### config.mk
export PLATFORM = sky130hd
export DESIGN_NAME = block_alloc_arbiter
export DESIGN_NICKNAME = d
export VERILOG_FILES = /design/src/rtl/block_alloc_arbiter.sv
export SDC_FILE = /design/constraint.sdc
export NUM_CORES = 1
export LEC_CHECK = 0
export CAP_MARGIN = 10
export CORE_MARGIN = 5
export CORE_UTILIZATION = 46
export DETAILED_ROUTE_END_ITERATION = 12
export DONT_BUFFER_PORTS = 1
export PLACE_DENSITY_LB_ADDON = 0.12
export SLEW_MARGIN = 25
export SYNTH_ARGS = -nofsm -noshare
export SYNTH_HDL_FRONTEND = slang
export SYNTH_SLANG_ARGS = --single-unit
### constraint.sdc
create_clock -name clk -period 3.5 [get_ports clk]
set_input_delay 0.525 -clock clk [delete_from_list [all_inputs] [get_ports clk]]
set_output_delay 0.525 -clock clk [all_outputs]
set_load 0.02 [all_outputs]
### src/rtl/block_alloc_arbiter.sv
// rtl/block_alloc_arbiter.sv - free-cell pool FIFO with round-robin allocation grants
module block_alloc_arbiter #(
   parameter int NUM_PORTS  = 4,
   parameter int NUM_BLOCKS = 64,
   parameter int ADDR_W     = 12,
   parameter int CNT_W      = $clog2(NUM_BLOCKS + 1)
) (
   input  logic                 clk,
   input  logic                 rst,
   input  logic [NUM_PORTS-1:0] alloc_req,
   output logic [NUM_PORTS-1:0] alloc_gnt,
   output logic [ADDR_W-1:0]    alloc_idx,
   input  logic                 free_valid,
   input  logic [ADDR_W-1:0]    free_idx,
   output logic                 free_ready,
   output logic                 init_done,
   output logic [CNT_W-1:0]     free_count,
   output logic                 err
);

   localparam int PTR_W = (NUM_BLOCKS > 1) ? $clog2(NUM_BLOCKS) : 1;
   localparam int RR_W  = (NUM_PORTS > 1) ? $clog2(NUM_PORTS) : 1;
   localparam logic [PTR_W-1:0] LAST_PTR  = PTR_W'(NUM_BLOCKS - 1);
   localparam logic [RR_W-1:0]  LAST_PORT = RR_W'(NUM_PORTS - 1);

   typedef enum logic {S_INIT, S_RUN} state_t;

   state_t                 state;
   logic [ADDR_W-1:0]      fifo [NUM_BLOCKS];
   logic [PTR_W-1:0]       rd_ptr;
   logic [PTR_W-1:0]       wr_ptr;
   logic [RR_W-1:0]        rr_ptr;

   logic                   found;
   logic [RR_W-1:0]        winner;
   logic [RR_W-1:0]        cand;
   logic [RR_W:0]          sum;
   logic                   gnt_any;
   logic                   free_fire;
   logic                   idx_ok;
   logic                   pool_full;
   logic                   free_ok;
   logic                   free_bad;

   // Pool pointers wrap at the last cell, which need not be a power of two
   function automatic logic [PTR_W-1:0] ptr_inc(input logic [PTR_W-1:0] p);
      return (p == LAST_PTR) ? '0 : p + 1'b1;
   endfunction

   // Round-robin scan starting at rr_ptr; only grants when a cell is in the pool
   always_comb begin
      found     = 1'b0;
      winner    = '0;
      cand      = '0;
      sum       = '0;
      alloc_gnt = '0;
      if (init_done && (free_count != '0)) begin
         for (int i = 0; i < NUM_PORTS; i++) begin
            sum = {1'b0, rr_ptr} + (RR_W+1)'(i);
            if (sum >= (RR_W+1)'(NUM_PORTS)) begin
               sum = sum - (RR_W+1)'(NUM_PORTS);
            end
            cand = sum[RR_W-1:0];
            if (!found && alloc_req[cand]) begin
               found  = 1'b1;
               winner = cand;
            end
         end
      end
      if (found) begin
         alloc_gnt[winner] = 1'b1;
      end
   end

   assign gnt_any    = found;
   assign alloc_idx  = fifo[rd_ptr];
   assign free_ready = init_done;
   assign free_fire  = free_valid & free_ready;
   assign idx_ok     = ({1'b0, free_idx} < (ADDR_W+1)'(NUM_BLOCKS));
   assign pool_full  = (free_count == CNT_W'(NUM_BLOCKS));
   assign free_ok    = free_fire & idx_ok & ~pool_full;
   assign free_bad   = free_fire & ~free_ok;

   // Pool fill during INIT, then grant/free bookkeeping in RUN
   always_ff @(posedge clk) begin
      if (rst) begin
         state      <= S_INIT;
         rd_ptr     <= '0;
         wr_ptr     <= '0;
         rr_ptr     <= '0;
         free_count <= '0;
         init_done  <= 1'b0;
         err        <= 1'b0;
      end else begin
         case (state)
            S_INIT: begin
               fifo[wr_ptr] <= ADDR_W'(wr_ptr);
               wr_ptr       <= ptr_inc(wr_ptr);
               free_count   <= free_count + 1'b1;
               if (wr_ptr == LAST_PTR) begin
                  state <= S_RUN;
               end
            end
            S_RUN: begin
               init_done <= 1'b1;
               if (gnt_any) begin
                  rd_ptr <= ptr_inc(rd_ptr);
                  rr_ptr <= (winner == LAST_PORT) ? '0 : winner + 1'b1;
               end
               if (free_ok) begin
                  fifo[wr_ptr] <= free_idx;
                  wr_ptr       <= ptr_inc(wr_ptr);
               end
               if (free_bad) begin
                  err <= 1'b1;
               end
               case ({gnt_any, free_ok})
                  2'b10:   free_count <= free_count - 1'b1;
                  2'b01:   free_count <= free_count + 1'b1;
                  default: free_count <= free_count;
               endcase
            end
            default: state <= S_INIT;
         endcase
      end
   end

endmodule

==> results of run 1 <==
==> layer usage <==
metal | vias to the layer above | share of wire, %
li1 | 7202 | -
met1 | 8392 | 42
met2 | 421 | 50
met3 | 97 | 6.1
met4 | 2 | 1.9
met5 | - | 0.018
==> metrics by stage <==
stage / instance area (um2) / std cells
global placement: 34900 / 2889
detailed placement: 34900 / 2889
finish: 38200 / 3064
floorplan: 32800 / 1930
CTS: 37900 / 3052
global route: 38200 / 3064
==> sequential cells by signal (all words and copies together) (netlist names), named ones only <==
register	flops
err	1
fifo	768
free_count	7
free_ready	1
rd_ptr	6
rr_ptr	2
state	1
wr_ptr	6
==> repair_timing <==
action | CTS | global route
setup endpoints to repair | 16 | 15
hold buffers | 1 | 0
gates cloned | 1 | 4
pin swaps | 4 | 7
endpoints found under the hold margin | 19 | 0
resized for setup | 45 | 22
setup buffers | 7 | 8
==> kinds of logic (layout without fill, tap and decap cells) <==
logic type      count (synthesis)  count (layout)
fa+ha+maj                       9               9
flops                         798             798
compound gates                130             130
buf+inv                        96             357
other cells                     1             384
xor+xnor                        5               5
simple gates                  242             242
mux                           266             266
==> synthesized netlist by cell type, types with 3 or more instances <==
| cell | number |
|---|---|
| edfxtp_1 | 768 |
| mux4_2 | 180 |
| nor2_1 | 93 |
| mux2i_1 | 71 |
| nand2_1 | 42 |
| clkbuf_1 | 36 |
| dfxtp_1 | 30 |
| a221oi_1 | 27 |
| nand3_1 | 25 |
| buf_2 | 24 |
| nor2b_1 | 21 |
| o21ai_0 | 19 |
| buf_1 | 18 |
| a21oi_1 | 13 |
| mux2_2 | 13 |
| inv_1 | 11 |
| a211oi_1 | 10 |
| o22ai_1 | 10 |
| a22oi_1 | 9 |
| ha_1 | 9 |
| nor3_1 | 9 |
| a21o_1 | 8 |
| a32o_1 | 8 |
| and2_1 | 8 |
| nor4_1 | 8 |
| buf_4 | 6 |
| or3_1 | 6 |
| nand3b_1 | 5 |
| a31oi_1 | 4 |
| nand2b_1 | 4 |
| nand4_1 | 4 |
| o221ai_1 | 4 |
| and3_1 | 3 |
| nor4b_1 | 3 |
| o21a_1 | 3 |
| xor2_1 | 3 |
==> how the worst min path moves through the flow <==
stage / startpoint / endpoint / slack, ns / depth (start not counted)
after global placement: rr_ptr[0] / rr_ptr[0] / 0.54 / 2
after CTS: free_valid / err / 0.03 / 2
after floorplan: rd_ptr[1] / flop / 0.51 / 2
after detailed placement: rd_ptr[5] / rd_ptr[5] / 0.54 / 2
after global routing: free_valid / err / 0.09 / 2
final: free_valid / err / 0.07 / 2
==> final cells by class <==
class | count | area (um2)
tap | 873 | 1090
timing repair buffer | 191 | 1770
multi-input combinational | 1036 | 8950
clock inverter | 38 | 349
sequential | 798 | 23700
clock buffer | 116 | 2260
fill | 5140 | 29200
inverter | 12 | 45.0
==> worst max-delay path: stages (launching register included) <==
cell and delay (ns):
dfxtp_4 0.50, buf_12 0.15, mux4_2 0.57, mux4_2 0.49, o211ai_1 0.33, nand3_2 0.18
buf_6 0.18
==> report_power, final <==
part / leakage [nW] / internal, mW / switching, mW
sequential: 7.10 / 10.5 / 0.0208
clock: 1.26 / 4.97 / 3.57
combinational: 4.33 / 0.0949 / 0.250
total: 12.7 / 15.5 / 3.84
==> metrics.md, run 1 <==
| Metric | Value |
|---|---|
| Status | `finished with violations` |
| Failing checks | `negative setup slack` |
| Final hold vios | `0` |
| Register-to-register setup slack | `0.77 ns` |
| RSZ-0062 raised after global routing | `yes` |
| Vias in the first global route | `16,700` |
| H-tree levels | `3` |
| Clock skew | `0.0169 ns` |
| Wire per inst | `24.1 um` |
| Hpwl dp | `45,800 um` |
| Final Slew Violations | `0` |
| CP max FO | `8` |
| R2R Path End | `fifo[34][5]` |
| I/O Buffers | `0` |
| Setup crit end kind | `primary output` |
| Clock sink count | `798` |
| Final Util | `56.6%` |
| FF-to-FF Start | `free_count[2]` |
| Clock Tree Buf Depth | `3` |
| WL final | `73,800 um` |
| Top FF cell, synth | `edfxtp_1` |
| Initial DRT Pass Iterations | `5` |
| Final GP Congestion | `0.830` |
| Area contributors post-synth | `edfxtp_1 (74%), mux4_2 (13%), mux2i_1 (2.3%)` |
| Die ar. | `73,500 um2` |
| Maximum number of pins on one net before global-route repair | `65` |
| Worst hold slack | `0.0717 ns` |
| Max-Cap Viols | `0` |
| Post-synth cell types | `61` |
| Num ports | `45` |
| Mux contribution to synthesized area | `15.7%` |
| Pwr Density | `508 nW/um2` |
| Critical path endpoint | `alloc_idx[10]` |
| Synthesized cell area | `31,300 um2` |
| Seq/Total Area, Yosys | `75.5%` |
| Main combinational cell family by area after synthesis | `multiplexers` |
| Rel. slew slack | `48.4%` |
| Global Route met2 Usage | `33.2%` |
| Worst Hold Class | `input pin to flop` |
| Starting Density | `46.5%` |
| Die span in y | `271 um` |
| Total number of yosys warnings | `0` |
| Area Overhead vs Synth | `21.7%` |
| DRT iter0 DRCs | `1,513` |
| Worst-Margin Slew | `0.764 ns` |
| Synth Instances | `1,547` |
| PnR worst setup slack | `-0.0573 ns` |
| Detail Route Antenna Nets | `0` |
| Req. time, crit path | `2.97 ns` |
| Fin crit share | `102%` |
| Area leader, netlist | `edfxtp_1` |
| Synth async-reset ratio | `0%` |
| Core ar. | `67,400 um2` |
| Compound-Gate Fraction of Synth Area | `3.12%` |
| Ant diodes | `0` |
| Clk pin slew, worst setup/hold paths | `0.06 ns` |
| Synth Area in Simple Gates | `3.82%` |
| Final TNS setup | `-0.121 ns` |
| Vias per cell | `5.26` |
| Synth Area in XOR/XNOR | `0.140%` |
| Setup WS pre-CTS | `0.254 ns` |
| Syn_area_per_cell | `20.3 um2` |
| Root Driver | `clkbuf_16` |
| Gr usage total | `20.1%` |
| Reg2Reg Depth | `5` |
| Worst setup path class | `flop to primary output` |
| Setup Viol. Count Final | `3` |
| Ratio of cells with drive above 1 in the final layout | `24.9%` |
| Routing usage on met3 | `4.06%` |
| Number of synthesized flops with an enable pin | `768` |
| Peak VDD IR | `0.287 mV` |
| Grt met1 use | `27.9%` |
| Die width | `271 um` |
| GRT Max-Usage Layer | `met2` |
| Crit path time final | `3.56 ns` |
| Congestion Overflow GR | `0` |
| Adder-Cell Fraction of Synth Area | `0.359%` |
| Critical Path Source Type | `flop` |
| Via count | `16,100` |
| Total power | `19.4 mW` |
| Remaining DRCs | `0` |
| Initial antenna violation count | `2` |
| FMAX | `281 MHz` |
| CTS buffer count | `84` |
| First-pass GRT wire length | `109,000 um` |
| Synth Register Bits | `798` |
| Rows | `95` |
| Leakage | `12.7 nW` |
| Nets@finish | `2,151` |
| Clk Latency, worst-skew pair | `0.62 ns` |
| Commonest non-fill, non-tap cell in the layout | `edfxtp_1` |
| Crit path arrival time | `3.03 ns` |
| CTS tree | `yes` |
| Commonest non-fill, non-tap cells in the layout | `edfxtp_1 (768), conb_1 (384), mux4_2 (180), buf_4 (160), nor2_1 (92)` |
| Post-synth top area share | `73.6%` |
Note: power is estimated with default switching activity, not from simulation.
==> inputs of run 2 (changes only) <==
--- a/config.mk
+++ b/config.mk
@@ -5,8 +5,10 @@
 export SDC_FILE = /design/constraint.sdc
 export NUM_CORES = 1
 export LEC_CHECK = 0
+export ABC_AREA = 0
 export CAP_MARGIN = 10
-export CORE_MARGIN = 5
+export CELL_PAD_IN_SITES_DETAIL_PLACEMENT = 0
+export CELL_PAD_IN_SITES_GLOBAL_PLACEMENT = 1
 export CORE_UTILIZATION = 46
 export DETAILED_ROUTE_END_ITERATION = 12
 export DONT_BUFFER_PORTS = 1
==> run 2 against run 1 <==
The flow still finishes with violations (negative setup slack). Count of clock-buffer cells in the layout fell by 5. Clock power rose by 2%. Via count rose by 0.37%. Core utilization rose by 0.32 points. Non-clock buffer count fell by 3. Cell count did not move. First-iteration DRC count fell by 19%. Critical path depth rose by 1. Design area rose by 0.39%. Flip-flop and latch count did not move.
==> metrics.md, run 2 (same netlist as run 1, synthesis figures left out) <==
| Metric | Value |
|---|---|
| Hold-critical path endpoint | `err` |
| Rows | `95 (unchanged)` |
| Setup crit end kind | `primary output` |
| Worst-Margin Slew | `0.753 ns (-0.0115 ns)` |
| H-tree levels | `3 (unchanged)` |
| FMAX | `285 MHz (+1.4%)` |
| Register with the most flip-flops | `fifo` |
| Combinational fraction of design power | `1.7% (about the same)` |
| Switch share | `19.7% (-0.095 points)` |
| DRT iter0 DRCs | `1,233 (-19%)` |
| Vias in the first global route | `16,400 (-1.5%)` |
| Clock sink count | `798 (unchanged)` |
| Detail Route Antenna Nets | `0 (unchanged)` |
| Final hold vios | `0 (unchanged)` |
| Int Power | `15.7 mW (+0.82%)` |
| Req. time, crit path | `2.97 ns (about the same)` |
| Reg2Reg Depth | `5 (unchanged)` |
| Fin crit share | `100% (-1.4 points)` |
| Gr usage total | `21.7% (+1.6 points)` |
| Peak VDD IR | `0.391 mV (+36%)` |
| Register-to-register setup slack | `0.62 ns (-0.15 ns)` |
| Final Slew Violations | `0 (unchanged)` |
| RSZ-0062 raised after global routing | `yes` |
| Hpwl dp | `45,100 um (-1.5%)` |
| First-pass GRT wire length | `108,000 um (-0.90%)` |
| Worst Hold Class | `input pin to flop` |
| Die span in y | `263 um (-3.0%)` |
| CP max FO | `6 (-2)` |
| Commonest non-fill, non-tap cells in the layout | `edfxtp_1 (768), conb_1 (384), mux4_2 (180), buf_4 (155), nor2_1 (92)` |
| Crit path time final | `3.51 ns (-0.0500 ns)` |
| CTS buffer count | `86 (+2.4%)` |
| Max-Cap Viols | `0 (unchanged)` |
| CTS tree | `yes` |
| Pwr Density | `510 nW/um2 (+0.31%)` |
| Nets@finish | `2,150 (-0.046%)` |
| Core ar. | `67,300 um2 (-0.18%)` |
| Commonest non-fill, non-tap cell in the layout | `edfxtp_1` |
| Critical Path Source Type | `flop` |
| Remaining DRCs | `0 (unchanged)` |
| Final GP Congestion | `0.785 (-5.4%)` |
| Clock skew | `0.0239 ns (+0.00699 ns)` |
| Maximum number of pins on one net before global-route repair | `65 (unchanged)` |
| Congestion Overflow GR | `0 (unchanged)` |
| Area Overhead vs Synth | `22.2%` |
| Sw Pwr | `3.85 mW (+0.22%)` |
| Wire per inst | `24.1 um (about the same)` |
| Status | `finished with violations` |
| FF-to-FF Start | `free_count[2]` |
| Worst hold slack | `0.0792 ns (+0.00751 ns)` |
| Reg power frac | `53.8% (-0.4 points)` |
| WL final | `73,800 um (about the same)` |
| Biggest registers after layout | `fifo x768, free_count x7` |
| Num ports | `45 (unchanged)` |
| Final TNS setup | `-0.00730 ns (+0.114 ns)` |
| Die width | `263 um (-3.0%)` |
| Setup Viol. Count Final | `1 (-2)` |
| Die ar. | `69,200 um2 (-5.8%)` |
| Initial DRT Pass Iterations | `5 (unchanged)` |
| Initial antenna violation count | `3 (+1)` |
| Rel. slew slack | `49.8% (+1.4 points)` |
| Vias per cell | `5.28 (+0.37%)` |
| Root Driver | `clkbuf_16` |
| Hold path start | `free_valid` |
| Via count | `16,200 (+0.37%)` |
| Placed cells | `2,873 (-0.55%)` |
| Ratio of cells with drive above 1 in the final layout | `25.8% (+0.88 points)` |
| Clock Tree Buf Depth | `3 (unchanged)` |
| Fin cells | `3,064 (unchanged)` |
| Starting Density | `46.6% (+0.082 points)` |
| Clk pin slew, worst setup/hold paths | `0.06 ns (about the same)` |
| PnR worst setup slack | `-0.00730 ns (+0.0500 ns)` |
| Clk Latency, worst-skew pair | `0.64 ns (+0.02 ns)` |
| I/O Buffers | `0 (unchanged)` |
| R2R Path End | `fifo[54][4]` |
| WHS Path Cells | `2 (unchanged)` |
| Worst setup path class | `flop to primary output` |
| Crit path arrival time | `2.98 ns (-0.05 ns)` |
| Max reg flops | `768 (unchanged)` |
| Leakage | `12.8 nW (+0.51%)` |
| Clock network fraction of design power | `44.4% (+0.4 points)` |
| Failing checks | `negative setup slack` |
-- run 2: cell count changes in the layout (fill, tap and decap cells not counted), moves of 3 or more --
cell	change
o221ai_2	+3
a211oi_2	+4
clkbuf_1	-8
mux2i_1	-3
buf_6	-4
buf_4	-5
clkinv_2	+10
a211oi_1	-3
nor4_2	+4
buf_12	+6
-- run 2: per-layer routing --
layer,routed length [um],vias up,GRT usage [%]
li1,-,7215,-
met3,4630,106,4.32
met2,35400,461,34.5
met5,13,-,0
met1,31900,8390,30.4
met4,1820,2,7.16
-- run 2: worst max path at each step --
stage | cells past startpoint | end | slack, ns | startpoint
finish | 7 | alloc_idx[10] | -0.007 | flop
global route | 8 | alloc_idx[3] | -0.08 | flop
CTS | 6 | alloc_idx[10] | -0.06 | flop
detailed placement | 7 | alloc_idx[3] | 0.35 | flop
global placement | 7 | alloc_idx[3] | 0.38 | flop
floorplan | 5 | fifo[31][0] | 0.19 | free_idx[11]
-- run 2: metrics by stage --
step,setup slack (ns),power (mW),utilization [%],cell area [um2]
final,-0.00730,19.5,56.9,38300
after global routing,-0.0807,20.1,56.9,38300
after CTS,-0.0640,19.7,56.5,38000
after detailed placement,0.348,11.0,51.8,34800
after global placement,0.376,11.0,51.8,34800
after floorplan,0.195,10.9,-,32800
-- run 2: final cells by class --
class / instances / area [um2]
tap: 873 / 1090
inverter: 12 / 48.8
antenna: 1 / 2.50
fill: 5151 / 29000
timing repair buffer: 188 / 1830
clock inverter: 45 / 380
sequential: 798 / 23700
multi-input combinational: 1036 / 8960
clock buffer: 111 / 2310
-- run 2: power groups by stage --
stage | Combinational (mW) | Sequential, mW | Clock, mW
6_report | 0.336 | 10.5 | 8.68
5_1_grt | 0.374 | 10.5 | 9.21
4_1_cts | 0.317 | 10.5 | 8.88
3_5_place_dp | 0.307 | 10.7 | 0
3_3_place_gp | 0.300 | 10.7 | 0
2_1_floorplan | 0.179 | 10.7 | 0
-- run 2: what timing repair did --
action                     in CTS  in global routing
setup buffers                  17                 14
gates cloned                    4                  1
hold buffers                    1                  0
resized for setup              38                 48
setup endpoints to repair      12                 15
pin swaps                       5                 17
hold endpoints to repair       19                  0
-- run 2: critical path, cell delays in order, from the launching register on --
cell	delay (ns)
dfxtp_4	0.42
buf_12	0.15
buf_8	0.13
mux4_2	0.49
mux4_2	0.46
o211ai_1	0.32
nand3_2	0.19
buf_6	0.18
